==> config.mk <==
export PLATFORM = sky130hd
export DESIGN_NAME = fifo_sync_param
export DESIGN_NICKNAME = d
export VERILOG_FILES = /design/src/rtl/fifo_sync_param.sv
export SDC_FILE = /design/constraint.sdc
export NUM_CORES = 1
export LEC_CHECK = 0
export ABC_AREA = 0
export CAP_MARGIN = 20
export CELL_PAD_IN_SITES_DETAIL_PLACEMENT = 1
export CELL_PAD_IN_SITES_GLOBAL_PLACEMENT = 2
export CORE_MARGIN = 4
export CORE_UTILIZATION = 42
export DETAILED_ROUTE_END_ITERATION = 8
export PLACE_DENSITY = 0.86
export SLEW_MARGIN = 5
export SYNTH_ARGS = -nofsm -noshare
export SYNTH_HDL_FRONTEND = slang
export SYNTH_SLANG_ARGS = --single-unit
export TNS_END_PERCENT = 10
==> constraint.sdc <==
create_clock -name clk -period 9.83 [get_ports clk]
set_input_delay 1.4745 -clock clk [delete_from_list [all_inputs] [get_ports clk]]
set_output_delay 1.4745 -clock clk [all_outputs]
set_load 0.02 [all_outputs]
==> src/rtl/fifo_sync_param.sv <==
// Synchronous circular-buffer FIFO with any depth >= 2, registered or first-word-fall-through
// read data, occupancy/free counts, programmable almost flags, flush and sticky error flags.
module fifo_sync_param #(
    parameter int unsigned WIDTH     = 32,
    parameter int unsigned DEPTH     = 8,
    parameter int unsigned FWFT      = 0,
    parameter int unsigned AF_THRESH = DEPTH - 1,
    parameter int unsigned AE_THRESH = 1
) (
    input  logic                         clk,
    input  logic                         reset,
    input  logic                         flush,
    input  logic                         wr_en,
    input  logic [WIDTH-1:0]             wr_data,
    input  logic                         rd_en,
    output logic [WIDTH-1:0]             rd_data,
    output logic                         wr_ready,
    output logic                         rd_ready,
    output logic [$clog2(DEPTH+1)-1:0]   count,
    output logic [$clog2(DEPTH+1)-1:0]   spots,
    output logic                         almost_full,
    output logic                         almost_empty,
    output logic                         overflow,
    output logic                         underflow
);

    localparam int unsigned CW = $clog2(DEPTH + 1);
    localparam int unsigned PW = $clog2(DEPTH);
    localparam logic [PW-1:0] LAST = PW'(DEPTH - 1);

    logic [WIDTH-1:0] mem_q [DEPTH];
    logic [PW-1:0]    head_q, head_d;
    logic [PW-1:0]    tail_q, tail_d;
    logic [CW-1:0]    count_q, count_d;
    logic             ovf_q, ovf_d;
    logic             unf_q, unf_d;
    logic             rd_fire, wr_fire;

    // Status is derived straight from the registered count
    always_comb begin
        wr_ready     = (count_q != CW'(DEPTH));
        rd_ready     = (count_q != '0);
        count        = count_q;
        spots        = CW'(DEPTH) - count_q;
        almost_full  = (count_q >= CW'(AF_THRESH));
        almost_empty = (count_q <= CW'(AE_THRESH));
        overflow     = ovf_q;
        underflow    = unf_q;
        // A write into a full FIFO still goes through when a read frees a slot this cycle
        rd_fire      = rd_en & rd_ready & ~flush;
        wr_fire      = wr_en & (wr_ready | rd_fire) & ~flush;
    end

    always_comb begin
        head_d  = head_q;
        tail_d  = tail_q;
        count_d = count_q;
        ovf_d   = ovf_q;
        unf_d   = unf_q;
        if (flush) begin
            head_d  = '0;
            tail_d  = '0;
            count_d = '0;
            ovf_d   = 1'b0;
            unf_d   = 1'b0;
        end else begin
            if (rd_fire) begin
                head_d = (head_q == LAST) ? '0 : head_q + PW'(1);
            end
            if (wr_fire) begin
                tail_d = (tail_q == LAST) ? '0 : tail_q + PW'(1);
            end
            count_d = count_q + CW'(wr_fire) - CW'(rd_fire);
            if (wr_en && !wr_fire) begin
                ovf_d = 1'b1;
            end
            if (rd_en && !rd_ready) begin
                unf_d = 1'b1;
            end
        end
    end

    always_ff @(posedge clk or negedge reset) begin
        if (!reset) begin
            head_q  <= '0;
            tail_q  <= '0;
            count_q <= '0;
            ovf_q   <= 1'b0;
            unf_q   <= 1'b0;
        end else begin
            head_q  <= head_d;
            tail_q  <= tail_d;
            count_q <= count_d;
            ovf_q   <= ovf_d;
            unf_q   <= unf_d;
        end
    end

    // Storage is never read while count is 0, so it needs no reset
    always_ff @(posedge clk) begin
        if (wr_fire) begin
            mem_q[tail_q] <= wr_data;
        end
    end

    generate
        if (FWFT == 0) begin : g_reg_read
            logic [WIDTH-1:0] rd_data_q;
            always_ff @(posedge clk or negedge reset) begin
                if (!reset) begin
                    rd_data_q <= '0;
                end else if (rd_fire) begin
                    rd_data_q <= mem_q[head_q];
                end
            end
            assign rd_data = rd_data_q;
        end else begin : g_fwft_read
            assign rd_data = rd_ready ? mem_q[head_q] : '0;
        end
    endgenerate

endmodule

Word-level counts from Yosys, hierarchy flattened
Memories as Yosys holds them, arrays and structs flattened. A register that Yosys moved wholly into a read port is not among the register bits.
Cells that the tools add are included.
{"block": "totals", "ff_bits": 12, "latchBits": 0, "ram_bits": 256, "rom_bits": 0, "in_bits": 37, "out_inout_bits": 46, "word_cells": 45, "n_memories": 1}
{"memory": "mem_q", "depth": 8, "word_bits": 32, "rd": 1, "rd_ports_with_merged_regs": 1, "wr": 1, "line_no": "31", "source": "logic [WIDTH-1:0] mem_q [DEPTH];"}
{"block": "classes", "addsub": 5, "mul": 0, "n_div": 0, "magnitude_cmp": 2, "eq_ne": 3, "shift": 0, "n_mux": 13, "bitwise_logic": 6, "n_reduce_logical": 10}
{"cell": "$mux W3", "n": 6}
{"cell": "$reduce_bool A2 Y1", "n": 4}
{"cell": "$add A3 B1 Y3 const B", "n": 2}
{"cell": "$eq A3 B3 Y1 const B", "n": 2}
{"cell": "$mux W1", "n": 6}
{"cell": "$add A4 B1 Y4", "n": 1}
{"cell": "$and A1 B1 Y1", "n": 4}
{"cell": "$ge A4 B3 Y1 const B", "n": 1}
{"cell": "$le A4 B1 Y1 const B", "n": 1}
{"cell": "$mux W4", "n": 1}
{"cell": "$ne A4 B4 Y1 const B", "n": 1}
{"cell": "$reduce_bool A4 Y1", "n": 1}
{"cell": "$sub A4 B1 Y4", "n": 1}
{"cell": "$sub A4 B4 Y4 const A", "n": 1}
{"cell": "$logic_not A1 Y1", "n": 3}
{"cell": "$logic_and A1 B1 Y1", "n": 2}
{"cell": "$not A1 Y1", "n": 1}
{"cell": "$or A1 B1 Y1", "n": 1}

Longest topological paths before layout
{"block": "logic_depth", "depth_word": 10, "mapped_depth": 14, "mapped_depth_nobuf": 12}

Worst setup path after synthesis
No wires, ideal clock.
{"block": "synth_path", "path_kind": "input-to-reg", "startpoint": "in wr_en", "endpoint": "mem mem_q[1][0] (enable)", "arrival_time_ps": 4214, "slack_ps": 5155, "cell_stages": 4, "path_buffers": 0, "path_cell_list": "nor2b_1 o21ai_0 or2_2 nor3_1"}
{"block": "synth_via", "elab_chain_len": 4}
{"element": "start: declaration", "line_no": "13", "source": "input logic wr_en,"}
{"element": "$and A1 B1 Y1 (2 in a row)", "line_no": "51", "source": "wr_fire = wr_en & (wr_ready | rd_fire) & ~flush;"}
{"element": "$mux W1", "line_no": "101", "source": "if (wr_fire) begin"}
{"element": "$mux W1 (implied by the code)", "line_no": "102", "source": "mem_q[tail_q] <= wr_data;"}
{"element": "end: declaration", "line_no": "31"}
Every way passes these cells.

Worst setup path after layout
{"block": "layout_path", "startpoint": "reg count_q[2], in the netlist count[2]", "endpoint": "out almost_empty"}
{"block": "layout_via", "elab_chain_len": 1}
{"element": "start: declaration", "line_no": "34", "source": "logic [CW-1:0] count_q, count_d;"}
{"element": "start signal: assignment", "line_no": "93", "source": "count_q <= count_d;"}
{"element": "$le A4 B1 Y1", "line_no": "46", "source": "almost_empty = (count_q <= CW'(AE_THRESH));"}
{"element": "end: declaration", "line_no": "22", "source": "output logic almost_empty,"}
Every way passes these cells.

==> impl_metrics.yaml <==
clocking:
  ctsResizeCount: 0
  cts_buffers: 31
  cts-root-buf: "clkbuf_16"
  clkSinkCount: 300
  post_cts.repair.setup_buffers: 0
  cts_tree: "built"
  insertion_delay_ns: 0.57
  h-tree-depth: 1
  cts_buffer_depth: 3
  hold_buffers: 0
  clk_pin_slew_worst_paths_ns: 0.06
die:
  ioPinCount: 83
  initial_core_util: 0.426
  fp.dieH_um: 176
  die_area_um2: 31000
  die_w_um: 176
  core_um2: 27900
  num_rows: 61
min_path:
  hp-class: "reg -> reg"
  worstHoldPathCells: 2
sta:
  relSlewSlack: 0.287
  skew_ns: 0.0156
  finalHoldViolCount: 0
  fmax_mhz: 260
  worstMarginPinSlew_ns: 1.07
  rsz0062_at_grt: "no"
  finalCritPeriodShare: 0.391
  finalSetupViolCount: 0
  finalSetupTns_ns: 0
  slew_violations: 0
  period_minus_slack_ns: 3.84
logic_synthesis:
  syn_inst: 715
  synth_edf_count: 256
  yosys_most_used_dff: "edfxtp_1"
  synthTopCellsByCount: "edfxtp_1 (256), mux2i_1 (129), nand2_1 (74)"
  syn_nets: 770
  avgSynthCellArea_um2: 16.6
  synth_largest_area_cell: "edfxtp_1"
  ys_seq_area_frac: 0.741
  ys_types: 37
  syn-cell-area_um2: 11900
  yosysMostFrequentCell: "edfxtp_1"
  synth_top_area_frac: 0.648
  synth_area_leaders: "edfxtp_1 (65%), mux2i_1 (11%), dfrtp_1 (9.3%), a22oi_1 (4.1%), nand2_1 (2.3%)"
  yosys_register_bits: 300
  synthArstFlopShare: 0.147
  yosys_warnings: 0
route:
  vias: 6321
  drt-pass1-iter-count: 5
  wl_per_cell_um: 21.8
  vias_per_cell: 5.23
  postRouteAntennaNets: 0
  wirelength_um: 26300
  drtIter0Drc: 411
  drc: 0
status:
  status: "complete, no violations"
setup_path:
  critPathLaunchType: "flop"
  cp_data_required_time_ns: 8.36
  cp_max_fo: 7
  r2r_cells: 11
  end_kind: "output pin"
  cp.arrival_ns: 2.37
  criticalPathCategory: "reg -> out"
power:
  pwr-share-seq: 0.449
  max-vdd-ir-drop_mv: 0.174
  internal_power_mw: 2.50
  p_sw_mw: 1.02
  clkPwrFrac: 0.315
  combPwrFrac: 0.236
  leakage_nw: 4.85
  sw_frac_of_total: 0.291
  powerDensity_nw_per_um2: 249
layout:
  antenna_cells: 0
  seq_area_um2: 8790
  multi_input_area_um2: 2850
  fillCellCount: 2607
  post_route_cells_drive_above_1_share: 0.104
  fin_nets: 861
  fin_util: 0.508
  area_growth_pct: 19.3
placement:
  place_congestion: 0.706
  hpwlAfterDp_um: 14700
  portBuffers: 82
global_routing:
  grt_pass1_vias: 6995
  grt_start_max_net_pins: 69
  grt_first_pass_wirelength_um: 40900
  antenna_found_initial: 0
  grt_usage: 0.168
  grt_remaining_overflow: 0
run:
  cap_violations: 0
-- final timing paths --
check / endpoint / from / slack, ns
worst max-delay path: almost_empty / count[2] / 5.99
worst min-delay path: rd_data[3] / rd_data[3] / 0.48
worst max register to register: count[2] / count[1] / 6.74
worst min register to register: rd_data[3] / rd_data[3] / 0.48
max in group asynchronous: head_q[0] / reset / 8.28
min in group asynchronous: count[3] / reset / 1.03
-- layout make-up --
| cell class | count | share of cell area |
|---|---|---|
| clock buffer | 39 | 0.0570 |
| timing repair buffer | 97 | 0.0729 |
| tap | 378 | 0.0334 |
| sequential | 300 | 0.621 |
| inverter | 8 | 0.00248 |
| clock inverter | 18 | 0.0112 |
| multi-input combinational | 368 | 0.202 |
-- power by group through the flow --
stage,logic [mW],registers (mW),clock network [mW]
floorplan,0.476,1.64,0
global placement,0.811,1.61,0
detailed placement,0.839,1.61,0
CTS,0.844,1.59,1.14
global route,0.904,1.60,1.20
finish,0.831,1.58,1.11
-- placed cells by master (no fill, tap or decap), types with 9 or more instances in the layout --
master           netlist  routed
nand2_1               74      74
clkdlybuf4s50_1        0      81
clkbuf_16              0      31
nand3_1               24      24
nand3_2                9       9
edfxtp_1             256     256
mux2i_1              129     129
dfrtp_1               44      43
ha_1                  17      17
a22oi_1               64      64
-- critical path, stage by stage (launching register included) --
cell and delay (ns):
dfrtp_1 0.43, inv_1 0.19, ha_1 0.34, nand2b_1 0.09, a22o_1 0.22, clkdlybuf4s50_1 0.54
-- layer usage --
layer | wire length (um) | GRT usage
met4 | 557 | 0.0419
met3 | 926 | 0.0259
met1 | 11100 | 0.219
met2 | 13700 | 0.297
met5 | 0 | 0
-- state kept, by name, summed over array words and instances (netlist names) --
register and cells:
count 4, head_q 3, mem_q 256, overflow 1, rd_data 32, tail_q 3
underflow 1
-- cell families after synthesis --
logic type	share of synthesized area
DFF	0.741
and+or+nand+nor	0.0563
muxes	0.109
AOI/OAI and AO/OA	0.0474
buffers and inverters	0.0238
adders and majority gates	0.0196
xor gates and xnor gates	0.00295
-- metrics by stage --
step | setup slack (ns) | area, um^2 | std cells | power [mW] | hold WS (ns)
6_report | 5.99 | 14100 | 1208 | 3.53 | 0.476
4_1_cts | 5.93 | 14000 | 1201 | 3.57 | 0.479
2_1_floorplan | 5.16 | 11900 | 715 | 2.12 | 0.535
3_5_place_dp | 5.38 | 13000 | 1144 | 2.45 | 0.464
5_1_grt | 5.86 | 14100 | 1208 | 3.70 | 0.502
3_3_place_gp | 5.53 | 13000 | 1144 | 2.42 | 0.461
No activity file was read; power rests on OpenSTA's default activity.
